File: config.mk
export PLATFORM = sky130hd
export DESIGN_NAME = pipe_ctrl
export DESIGN_NICKNAME = d
export VERILOG_FILES = /design/src/rtl/pipe_ctrl.sv
export SDC_FILE = /design/constraint.sdc
export NUM_CORES = 1
export LEC_CHECK = 0
export ABC_AREA = 1
export CORE_MARGIN = 2
export CORE_UTILIZATION = 30
export CTS_CLUSTER_SIZE = 40
export DETAILED_ROUTE_END_ITERATION = 6
export SLEW_MARGIN = 20
export SYNTH_ARGS = -nofsm -noshare
export SYNTH_HDL_FRONTEND = slang
export SYNTH_SLANG_ARGS = --single-unit
File: constraint.sdc
create_clock -name clk -period 2.7 [get_ports clk]
set_input_delay 0.54 -clock clk [delete_from_list [all_inputs] [get_ports clk]]
set_output_delay 0.54 -clock clk [all_outputs]
set_load 0.03 [all_outputs]
File: src/rtl/pipe_ctrl.sv
// Pipeline sequencing controller: stage enables/flushes for load-use, branch, memory wait and halt.
// Optional memory-wait timeout (ERR state, memErr) is built when PIPE_CTRL_TIMEOUT_EN is defined.
module pipe_ctrl #(
    parameter int unsigned MEM_TIMEOUT = 15
) (
    input  logic        clk,
    input  logic        reset,
    input  logic [3:0]  ifidOP1,
    input  logic [3:0]  ifidOP2,
    input  logic        ifidUse1,
    input  logic        ifidUse2,
    input  logic        idexR,
    input  logic [3:0]  idexOP1,
    input  logic        branchTaken,
    input  logic        exmemR,
    input  logic        exmemW,
    input  logic        memReady,
    input  logic        memwbHalt,
    output logic        pcEn,
    output logic        ifidEn,
    output logic        idexEn,
    output logic        exmemEn,
    output logic        ifidFlush,
    output logic        idexFlush,
    output logic        memwbFlush,
    output logic        memReq,
    output logic        memErr,
    output logic [1:0]  state,
    output logic [15:0] stallCnt
);

    typedef enum logic [1:0] {
        S_RUN      = 2'd0,
        S_MEM_WAIT = 2'd1,
        S_HALTED   = 2'd2,
        S_ERR      = 2'd3
    } state_t;

`ifdef PIPE_CTRL_TIMEOUT_EN
    localparam bit TIMEOUT_EN = 1'b1;
`else
    localparam bit TIMEOUT_EN = 1'b0;
`endif
    localparam logic [7:0] TIMEOUT_LAST = 8'(MEM_TIMEOUT - 1);

    state_t      r_state;
    state_t      w_next;
    logic [15:0] r_stall_cnt;
    logic [7:0]  r_wait_cnt;

    logic w_req, w_mem_busy, w_load_use, w_timeout;
    logic w_pc_en, w_ifid_en, w_idex_en, w_exmem_en;
    logic w_ifid_flush, w_idex_flush, w_memwb_flush, w_mem_req;

    assign w_req      = exmemR | exmemW;
    assign w_mem_busy = w_req & ~memReady;
    // Both source fields compare against the single ID/EX destination; r0 is an ordinary register.
    assign w_load_use = idexR & ((ifidUse1 & (ifidOP1 == idexOP1)) |
                                 (ifidUse2 & (ifidOP2 == idexOP1)));
    assign w_timeout  = TIMEOUT_EN & (r_wait_cnt == TIMEOUT_LAST) & ~memReady;

    // NOTE: every output of this block gets a default first, so no path can infer a latch.
    always_comb begin
        w_next        = r_state;
        w_pc_en       = 1'b0;
        w_ifid_en     = 1'b0;
        w_idex_en     = 1'b0;
        w_exmem_en    = 1'b0;
        w_ifid_flush  = 1'b0;
        w_idex_flush  = 1'b0;
        w_memwb_flush = 1'b0;
        w_mem_req     = 1'b0;
        unique case (r_state)
            S_RUN: begin
                w_mem_req = w_req;
                if (w_mem_busy) begin
                    w_next = S_MEM_WAIT;
                end else if (branchTaken) begin
                    {w_pc_en, w_ifid_en, w_idex_en, w_exmem_en} = 4'b1111;
                    w_ifid_flush = 1'b1;
                    w_idex_flush = 1'b1;
                end else if (w_load_use) begin
                    w_idex_en    = 1'b1;
                    w_exmem_en   = 1'b1;
                    w_idex_flush = 1'b1;
                end else begin
                    {w_pc_en, w_ifid_en, w_idex_en, w_exmem_en} = 4'b1111;
                end
                // Halt only steers the next state; this cycle still decodes as a normal RUN cycle.
                if (memwbHalt) w_next = S_HALTED;
            end
            S_MEM_WAIT: begin
                w_mem_req = w_req;
                if (memReady) begin
                    {w_pc_en, w_ifid_en, w_idex_en, w_exmem_en} = 4'b1111;
                    w_next = S_RUN;
                end else begin
                    w_memwb_flush = 1'b1;
                    if (w_timeout) w_next = S_ERR;
                end
            end
            S_HALTED: ;
            S_ERR:    ;
            default:  w_next = S_RUN;
        endcase
    end

    // Reset gates the decode directly so memReq drops the instant reset asserts.
    assign pcEn       = reset & w_pc_en;
    assign ifidEn     = reset & w_ifid_en;
    assign idexEn     = reset & w_idex_en;
    assign exmemEn    = reset & w_exmem_en;
    assign ifidFlush  = reset & w_ifid_flush;
    assign idexFlush  = reset & w_idex_flush;
    assign memwbFlush = reset & w_memwb_flush;
    assign memReq     = reset & w_mem_req;
    assign memErr     = reset & TIMEOUT_EN & (r_state == S_ERR);
    assign state      = r_state;
    assign stallCnt   = r_stall_cnt;

    // NOTE: sequential state uses non-blocking assignments only, so every register sees pre-edge values.
    always_ff @(posedge clk or negedge reset) begin
        if (!reset) begin
            r_state     <= S_RUN;
            r_stall_cnt <= '0;
            r_wait_cnt  <= '0;
        end else begin
            r_state <= w_next;
            if (!w_pc_en) r_stall_cnt <= r_stall_cnt + 16'd1;
            if (r_state == S_MEM_WAIT) begin
                if (r_wait_cnt != 8'hFF) r_wait_cnt <= r_wait_cnt + 8'd1;
            end else begin
                r_wait_cnt <= '0;
            end
        end
    end

endmodule

==> results.txt <==
- Status: completed
- Final non-filler cell area: 0.00183 mm^2
- FF-to-FF Start: stallCnt[0]$_DFFE_PN0N_
- Max-Cap Viols: 0
* Drt total wl: 3160 um
* Data required, critical path: 2.16 ns
* FF-to-FF setup slack: 1.16 ns
- From bottom edge to top edge, the die measures 69.5 um.
* Number of DRC markers after the initial detailed-route iteration: 65
- The hold violation count in the final report came to 0.
- Area delta synth->final: 41.7%
- The longest clock path from root to sink contains 2 buffers.
- Endpoint arrival time on the critical path: 1.86 ns
* Fraction of post-synthesis cell area in the top cell type by area: 35.0%
- Shortest clock period the worst path allows after layout: 2.40 ns
- TritonCTS built the clock tree.
- Gates resized, CTS repair: 0
- Using the TritonRoute via totals, the vias-per-cell ratio works out to 4.47.
* Number of enable flip-flop cells after synthesis: 0
- Clock-pin slew reported for the worst setup and hold paths after clock tree synthesis: 0.07 ns
- Clock skew after layout: 0.00121 ns
- By instance count, the leading cell after synthesis is nand2_1.
* Clk Latency, worst-skew pair: 0.25 ns
* Post-synthesis cell type count: 24
- Kind of path behind the tightest hold check: primary input to async pin
- On the final layout, the worst hold slack is 0.509 ns.
- All-Layer GR Usage: 14.2%
* Highest attainable clock frequency: 416 MHz
- Power density over cell area: 286 mW/mm^2
- Number of antenna violations at the first check in global routing: 0
- Crit Path Max Fanout: 3
- Num Clock Sinks: 18
- Commonest cells in the synthesized netlist: nand2_1 (60), nand3_1 (25), nor2_1 (21), inv_1 (20), dfrtp_1 (18)
* Leakage dissipation: 0.889 nW
- For this design the top-level I/O count stands at 49.
* Final core utilization: 45.0%
- DRC errors left: 0
- Length in cells of the worst reg-to-reg path: 7
* Leading post-synthesis cells by cell area: dfrtp_1 (35%), nand2_1 (17%), nand3_1 (9.7%)
- Share of the cycle needed by the critical path after routing: 88.9%
- The number of setup buffers added after CTS is 0.
* Post-synthesis sequential area ratio: 35.0%
- Flip-flop and latch count after synthesis: 18
- The wire-length estimate of the detail-placed layout is 2460 um.
- Among all flip-flop cells after synthesis, the most frequent one is dfrtp_1.
* Total of buffers placed on input and output ports: 47
- Floorplan row count: 23
* Via count of the first global-routing pass: 1275
- Number of buffers created by CTS: 3
- Reg-to-reg critical path endpoint: stallCnt[14]$_DFFE_PN0N_
- Global-route wire length before repair: 5640 um
- Across the VDD grid, the largest voltage drop is 0.215 mV.
- Total Die Area: 0.00484 mm^2
* Drt wl/cell: 11.0 um
- Core Footprint: 0.00406 mm^2
- Once routing completed, OpenROAD measured the worst setup slack at 0.299 ns.
- In this run the number of H-tree levels came out at 1.
* Antenna-violating nets left: 0
- Remaining global-route overflow: 0
- The cell area that synthesis handed to floorplanning was 0.00129 mm^2.
* Pin count of the biggest net entering global routing: 18
- After synthesis, the share of flip-flops with an asynchronous set or reset is 100%.
- The detailed router placed 1279 vias in this run.
* Final slew viol count: 0
- Setup repair after global routing left no endpoint under its margin.
* TritonRoute pass-1 iters: 4
* Number of antenna repair diodes: 0
* Category of the worst setup path launch point: primary input
- Counting every net in the synthesized netlist gives 211.
* Worst slack, placed: 0.296 ns
- Count of warnings emitted by yosys: 0
- Once the floorplan was initialized, standard cells occupied 31.8% of the core.
- The number of hold buffers added after CTS was 0.
- Setup TNS: 0 ns
* Number of nets at the end of the flow: 261
* Die X: 69.5 um
* Placed Instance Area: 0.00178 mm^2
- The synthesized design spends more area on one cell type than any other, namely dfrtp_1.
* Critical Path End Type: output port
- Category of the most critical setup path: primary input to output port
- In this run the clock root is driven by a clkbuf_8.
- Setup violations remaining at the end of the flow were counted as 0.
- Proportion of layout cells with a drive suffix above 1: 8.90%
* Post-Synthesis Cells: 188
- Global placement routability congestion: 0.840
- Average size of a mapped cell: 6.85 um^2
metal layers:
| metal | vias to the layer above | wire, um | GRT usage (%) | share of wire, % |
|---|---|---|---|---|
| met5 | - | 0 | 0 | 0 |
| met4 | 0 | 37 | 3.27 | 1.2 |
| met3 | 6 | 164 | 3.34 | 5.2 |
| met2 | 31 | 1430 | 24.6 | 45 |
| met1 | 555 | 1530 | 18.0 | 48 |
| li1 | 687 | - | - | - |
cell type report:
class                   count  area (um^2)
multi-input cells         143          712
well taps                  50         62.6
inverters                  21         78.8
flip-flops and latches     18          450
clock buffers               3         41.3
fillers                   412         2230
repair buffers             51          480
power by group:
| part | internal (W) | total, W | leakage [nW] | switching (W) |
|---|---|---|---|---|
| logic | 0.0000371 | 0.0000672 | 0.641 | 0.0000301 |
| clock network | 0.0000991 | 0.000186 | 0.0216 | 0.0000867 |
| registers | 0.000270 | 0.000270 | 0.227 | 0 |
| total | 0.000406 | 0.000523 | 0.889 | 0.000117 |
placed cells by master (no fill, tap or decap), drive strengths merged, types with 3 or more instances in the layout:
cell,netlist,final
buf,6,12
clkbuf,0,3
clkdlybuf4s50,0,39
dfrtp,18,18
inv,21,21
nand2,63,63
nand3,26,26
nor2,22,22
nor3,6,6
xnor2,5,5
xor2,11,11
stage by stage:
step / total power [W] / instances
after floorplan: 0.000299 / 188
after global placement: 0.000342 / 283
after detailed placement: 0.000343 / 283
after CTS: 0.000529 / 286
after global routing: 0.000550 / 286
final: 0.000523 / 286
how the worst max path moves through the flow:
stage | start | end | slack (ns) | depth (start not counted)
floorplan | state[1]$_DFFE_PN0P_ | pcEn | 0.23 | 9
global placement | idexOP1[2] | ifidEn | 0.28 | 10
detailed placement | idexOP1[2] | ifidEn | 0.30 | 10
CTS | idexOP1[2] | ifidEn | 0.29 | 10
global route | idexOP1[2] | ifidEn | 0.14 | 10
finish | idexOP1[2] | ifidEn | 0.30 | 10
worst max-delay path, cell delays in order:
cell and delay, ns:
clkdlybuf4s50_1 0.52, nor2_1 0.06, nor2_1 0.12, nor2_1 0.05, nand3_1 0.07, nand2_2 0.07, nand3_4 0.07, nand2_4 0.05
nor2_1 0.12, buf_4 0.18
flip-flops by register name, indices dropped and copies added (netlist names):
name and count:
state 2, stallCnt 16
logic make-up (layout without fill, tap and decap cells):
logic type                 Yosys count  count (layout)  synth area share [%]
and+or+nand+nor                    121             121                  41.4
buffers and inverters               27              75                  9.80
DFF                                 18              18                  35.0
xor gates and xnor gates            16              16                  10.9
AOI/OAI and AO/OA                    4               4                  1.75
adders and majority gates            1               1                 0.971
other                                1               1                 0.291
No activity file was read; power rests on OpenSTA's default activity.
